===== config.mk =====
export PLATFORM = sky130hd
export DESIGN_NAME = lif_neuron_pe
export DESIGN_NICKNAME = d
export VERILOG_FILES = /design/src/rtl/lif_neuron_pe.sv
export SDC_FILE = /design/constraint.sdc
export NUM_CORES = 1
export LEC_CHECK = 0
export ABC_AREA = 1
export CORE_ASPECT_RATIO = 1.5
export CORE_MARGIN = 5
export CORE_UTILIZATION = 55
export CTS_CLUSTER_SIZE = 16
export DETAILED_ROUTE_END_ITERATION = 12
export PLACE_DENSITY = 0.81
export SLEW_MARGIN = 20
export SYNTH_ARGS = -nofsm -noshare
export SYNTH_HDL_FRONTEND = slang
export SYNTH_SLANG_ARGS = --single-unit

===== constraint.sdc =====
create_clock -name clk -period 10.05 [get_ports clk]
set_input_delay 2.5125 -clock clk [delete_from_list [all_inputs] [get_ports clk]]
set_output_delay 2.5125 -clock clk [all_outputs]
set_load 0.005 [all_outputs]

===== src/rtl/lif_neuron_pe.sv =====
// Leaky integrate-and-fire PE: stage 1 sums spiking synapse weights, stage 2 leaks, integrates,
// fires and runs the refractory FSM. Define LIF_SPIKE_COUNT_EN to add the saturating spike counter.
module lif_neuron_pe #(
    parameter int DATA_W     = 16,
    parameter int NUM_SYN    = 4,
    parameter int LEAK_SHIFT = 4,
    parameter int REFRAC_CYC = 2,
    parameter int COUNT_W    = 16
) (
    input  logic                      clk,
    input  logic                      rstn,
    input  logic                      clear,
    input  logic                      in_valid,
    input  logic [NUM_SYN-1:0]        in_spikes,
    input  logic [NUM_SYN*DATA_W-1:0] in_weights,
    input  logic [DATA_W-1:0]         threshold,
    input  logic [DATA_W-1:0]         v_reset,
    output logic                      out_valid,
    output logic                      out_spike,
    output logic [DATA_W-1:0]         membrane,
    output logic                      refractory,
`ifdef LIF_SPIKE_COUNT_EN
    output logic [COUNT_W-1:0]        spike_count,
`endif
    output logic [0:0]                dbg_state
);

    localparam int SUM_W = DATA_W + $clog2(NUM_SYN) + 1;
    localparam int ACC_W = SUM_W + 1;
    localparam int RC_W  = (REFRAC_CYC < 2) ? 1 : $clog2(REFRAC_CYC + 1);

    localparam logic [0:0] ST_INTEG  = 1'b0;
    localparam logic [0:0] ST_REFRAC = 1'b1;

    localparam logic signed [ACC_W-1:0] V_MAX = {{(ACC_W-DATA_W+1){1'b0}}, {(DATA_W-1){1'b1}}};
    localparam logic signed [ACC_W-1:0] V_MIN = {{(ACC_W-DATA_W+1){1'b1}}, {(DATA_W-1){1'b0}}};

    if (NUM_SYN < 1 || COUNT_W < 1) begin : g_param_check
        $error("lif_neuron_pe: NUM_SYN and COUNT_W must be at least 1");
    end

    // Handshake: in_valid is a one-cycle time-step strobe with no back-pressure; out_valid
    // pulses exactly two cycles later unless clear or rstn intervenes.
    logic                     s1_valid_q, s1_valid_d;
    logic signed [SUM_W-1:0]  s1_sum_q, s1_sum_d;
    logic signed [SUM_W-1:0]  syn_sum;
    logic                     out_valid_q, out_valid_d;
    logic                     out_spike_q, out_spike_d;
    logic [DATA_W-1:0]        membrane_q, membrane_d;
    logic [0:0]               state_q, state_d;
    logic [RC_W-1:0]          rcnt_q, rcnt_d;

    logic signed [DATA_W-1:0] v_cur;
    logic signed [DATA_W-1:0] leaked;
    logic signed [ACC_W-1:0]  acc;
    logic signed [DATA_W-1:0] v_next;
    logic                     fire;

    always_comb begin
        syn_sum = '0;
        for (int i = 0; i < NUM_SYN; i++) begin
            if (in_spikes[i]) begin
                syn_sum = syn_sum + SUM_W'($signed(in_weights[i*DATA_W +: DATA_W]));
            end
        end
    end

    always_comb begin
        s1_valid_d = in_valid;
        s1_sum_d   = in_valid ? syn_sum : '0;
        if (clear) begin
            s1_valid_d = 1'b0;
            s1_sum_d   = '0;
        end
    end

    // Leak on the stored membrane, then integrate in a wide accumulator and clamp.
    always_comb begin
        v_cur  = $signed(membrane_q);
        leaked = (LEAK_SHIFT == 0) ? v_cur : v_cur - (v_cur >>> LEAK_SHIFT);
        acc    = ACC_W'(leaked) + ACC_W'(s1_sum_q);
        if (acc > V_MAX) begin
            v_next = V_MAX[DATA_W-1:0];
        end else if (acc < V_MIN) begin
            v_next = V_MIN[DATA_W-1:0];
        end else begin
            v_next = acc[DATA_W-1:0];
        end
        fire = (v_next >= $signed(threshold));
    end

    always_comb begin
        out_valid_d = 1'b0;
        out_spike_d = 1'b0;
        membrane_d  = membrane_q;
        state_d     = state_q;
        rcnt_d      = rcnt_q;
        if (s1_valid_q) begin
            out_valid_d = 1'b1;
            case (state_q)
                ST_INTEG: begin
                    if (fire) begin
                        out_spike_d = 1'b1;
                        membrane_d  = v_reset;
                        if (REFRAC_CYC > 0) begin
                            state_d = ST_REFRAC;
                            rcnt_d  = RC_W'(REFRAC_CYC);
                        end
                    end else begin
                        membrane_d = v_next;
                    end
                end
                ST_REFRAC: begin
                    rcnt_d = rcnt_q - RC_W'(1);
                    if (rcnt_q <= RC_W'(1)) begin
                        state_d = ST_INTEG;
                        rcnt_d  = '0;
                    end
                end
                default: begin
                    state_d = ST_INTEG;
                    rcnt_d  = '0;
                end
            endcase
        end
        if (clear) begin
            out_valid_d = 1'b0;
            out_spike_d = 1'b0;
            membrane_d  = '0;
            state_d     = ST_INTEG;
            rcnt_d      = '0;
        end
    end

    always_ff @(posedge clk or negedge rstn) begin
        if (!rstn) begin
            s1_valid_q  <= 1'b0;
            s1_sum_q    <= '0;
            out_valid_q <= 1'b0;
            out_spike_q <= 1'b0;
            membrane_q  <= '0;
            state_q     <= ST_INTEG;
            rcnt_q      <= '0;
        end else begin
            s1_valid_q  <= s1_valid_d;
            s1_sum_q    <= s1_sum_d;
            out_valid_q <= out_valid_d;
            out_spike_q <= out_spike_d;
            membrane_q  <= membrane_d;
            state_q     <= state_d;
            rcnt_q      <= rcnt_d;
        end
    end

    assign out_valid  = out_valid_q;
    assign out_spike  = out_spike_q;
    assign membrane   = membrane_q;
    assign refractory = (state_q == ST_REFRAC);
    assign dbg_state  = state_q;

`ifdef LIF_SPIKE_COUNT_EN
    logic [COUNT_W-1:0] spike_count_q, spike_count_d;

    always_comb begin
        spike_count_d = spike_count_q;
        if (out_spike_d && (spike_count_q != {COUNT_W{1'b1}})) begin
            spike_count_d = spike_count_q + COUNT_W'(1);
        end
        if (clear) begin
            spike_count_d = '0;
        end
    end

    always_ff @(posedge clk or negedge rstn) begin
        if (!rstn) begin
            spike_count_q <= '0;
        end else begin
            spike_count_q <= spike_count_d;
        end
    end

    assign spike_count = spike_count_q;
`endif

endmodule


==> impl_metrics.json <==
{
  "firstDrtPassIters": 5,
  "cts_buffer_depth": 2,
  "grt_pass1_wl_mm": 39.2,
  "path_common_cell": "nand2_1",
  "r2r_start": "membrane[4]",
  "gr-total-overflow": 0,
  "synthMuxAreaShare": 0,
  "setup_viol_count_final": 0,
  "layout_common_cells": "402 x nand2_1, 198 x inv_1, 122 x clkdlybuf4s50_1, 113 x a21oi_1, 102 x ha_1",
  "hold_buffers": 0,
  "synth_compound_area_frac": 0.158,
  "synth-simple-area-share": 0.359,
  "antenna_found_initial": 0,
  "hp-class": "reg -> reg",
  "reg2reg_slack_ns": 3.69,
  "critPathMaxFanout": 16,
  "post_cts_resized": 0,
  "dp_slack_ns": 1.47,
  "hold-path-cell-count": 2,
  "fmax_mhz": 120,
  "grt_use_total": 0.296,
  "postCtsSetupRepairBufs": 0,
  "synth_top_family_by_area": "simple AND/OR/NAND/NOR gates",
  "maxSlewHeadroom": 0.359,
  "slowest_delay_ns": 0.72,
  "grt_max_degree": 42,
  "power_frac_comb": 0.840,
  "hold_viol": 0,
  "wl_mm": 24.4,
  "ff2ff_path_depth": 32,
  "synthAdderAreaFrac": 0.179,
  "grt_pass1_vias": 8623,
  "drtIter0Drc": 417,
  "routedWlPerCell_um": 15.7,
  "p_clk_frac": 0.080,
  "period_share": 0.828,
  "drc": 0,
  "pwr_density_cell_nw_per_um2": 292,
  "power_frac_seq": 0.080,
  "ios": 124,
  "ys_types": 48,
  "drv_cap": 0,
  "rows": 53,
  "htree_levels": 2,
  "hold_path_end": "membrane[15]",
  "tns_ns": 0,
  "p_sw_uw": 1530,
  "min_period_ns": 8.33,
  "netlist_area_um2": 7670,
  "finalMaxSlewViolations": 0,
  "ys_seq_elements": 41,
  "fp.dieArea_um2": 16500,
  "clk_latency_ns": 0.29,
  "cts_sinks": 41,
  "die_height_um": 155,
  "drive_above_1_share": 0.0404,
  "vias": 8388,
  "cts_root_buf": "clkbuf_16",
  "worstSetupEndpointType": "flop",
  "outcome": "finished, final reports clean",
  "area_delta_synth_final_pct": 19.9,
  "startpoint_type": "input port",
  "die_w_um": 106,
  "switching_share": 0.568,
  "criticalPathCategory": "in -> reg",
  "syn_area_per_cell_um2": 6.02,
  "numCtsBuffers": 5,
  "place_hpwl_mm": 21.2,
  "port_buffers": 123,
  "clock_skew_ns": 0.00583,
  "crit_path_top_delay_cell": "clkdlybuf4s50_1",
  "rsz0062_at_grt": "no",
  "yosys_warnings": 0,
  "async_reset_ff_frac": 1.00,
  "core-area_um2": 13900,
  "num-nets-final": 1597,
  "clk_pin_slew_ns": 0.06,
  "vdd_ir_drop_max_mv": 0.177,
  "min-delay-start": "membrane[15]",
  "place_congestion": 1.02,
  "syn_nets": 1484,
  "power_leakage_uw": 0.00523,
  "diodes": 0,
  "synthFlopType": "dfrtp_1",
  "r2r_end": "membrane[10]",
  "synth_xor_area_frac": 0.0560,
  "arrival_ns": 8.51,
  "worstPathRequired_ns": 10.23,
  "worst_slack_ns": 1.72,
  "antenna_left": 0,
  "synthCells": 1273,
  "p_int_uw": 1160,
  "synth_edf_count": 0,
  "start_util": 0.553,
  "worst_slew_pin_slew_ns": 0.962,
  "layout_commonest_cell": "nand2_1",
  "via_per_inst": 5.40,
  "yosysSeqAreaShare": 0.134,
  "cts_tree": "yes"
}
registers in the layout (all words and copies together) (netlist names):
name and count:
out_valid 1, rcnt_q 2, s1_sum_q 19, out_spike 1, s1_valid_q 1, dbg_state 1, membrane 16
power by group through the flow:
stage,combinational (uW),clock [uW],sequential [uW]
floorplan,1790,0,211
global placement,2190,0,216
detailed placement,2240,0,217
CTS,2260,216,214
global route,2550,223,217
finish,2260,215,214
critical path, delay by kind of cell:
family / cells / cell delay [ns]
buffers and inverters: 5 / 0.93
xor gates and xnor gates: 1 / 0.15
and+or+nand+nor: 20 / 2.30
AOI/OAI and AO/OA: 3 / 1.07
adders and majority gates: 4 / 1.53
per-stage QoR:
step | area (um^2) | util | total power [uW] | hold WS [ns] | cells
floorplan | 7670 | - | 2000 | 0.510 | 1273
global placement | 9000 | 0.650 | 2410 | 0.527 | 1544
detailed placement | 9000 | 0.650 | 2460 | 0.533 | 1544
CTS | 9200 | 0.664 | 2690 | 0.552 | 1552
global route | 9200 | 0.664 | 2990 | 0.583 | 1552
finish | 9200 | 0.664 | 2690 | 0.544 | 1552
cell type report:
cell class,count,area [um^2]
Multi-Input combinational cell,1011,5770
Fill cell,1319,4660
Timing Repair Buffer,125,1240
Sequential cell,41,1030
Inverter,202,758
Tap cell,165,206
Clock buffer,5,125
Clock inverter,3,68.8
kinds of logic (layout without fill, tap and decap cells):
| logic type | Yosys count | count (layout) |
|---|---|---|
| AND/OR/NAND/NOR | 634 | 634 |
| AO/OA/AOI/OAI | 221 | 221 |
| buffers and inverters | 221 | 335 |
| adder cells (fa/ha/maj) | 107 | 107 |
| XOR/XNOR | 49 | 49 |
| flip-flops | 41 | 41 |
synth_stat cells (9+ instances only):
cell | count | area share
nand2_1 | 402 | 0.20
nand4_1 | 10 | 0.0082
xnor2_1 | 23 | 0.026
nor2_1 | 78 | 0.038
clkbuf_1 | 12 | 0.0059
xor2_1 | 26 | 0.030
ha_1 | 102 | 0.17
a21o_1 | 9 | 0.0088
nand3_1 | 81 | 0.053
o21ai_0 | 62 | 0.040
a21oi_1 | 113 | 0.074
inv_1 | 198 | 0.097
nand2_2 | 19 | 0.015
dfrtp_1 | 41 | 0.13
worst max path at each step:
stage	startpoint	endpoint	depth (start not counted)
finish	in_spikes[0]	s1_sum_q[16]	33
global route	in_spikes[0]	s1_sum_q[16]	33
CTS	in_spikes[0]	s1_sum_q[16]	33
detailed placement	in_spikes[0]	s1_sum_q[16]	33
global placement	in_spikes[0]	s1_sum_q[16]	33
floorplan	in_spikes[0]	s1_sum_q[16]	34
routing by layer:
| metal | vias to the layer above | GRT usage | share of wire |
|---|---|---|---|
| met4 | 0 | 0.177 | 0.063 |
| met3 | 76 | 0.0196 | 0.031 |
| li1 | 4340 | - | - |
| met5 | - | 0 | 0 |
| met1 | 3757 | 0.257 | 0.34 |
| met2 | 215 | 0.630 | 0.57 |
(Power assumes the default switching activity.)
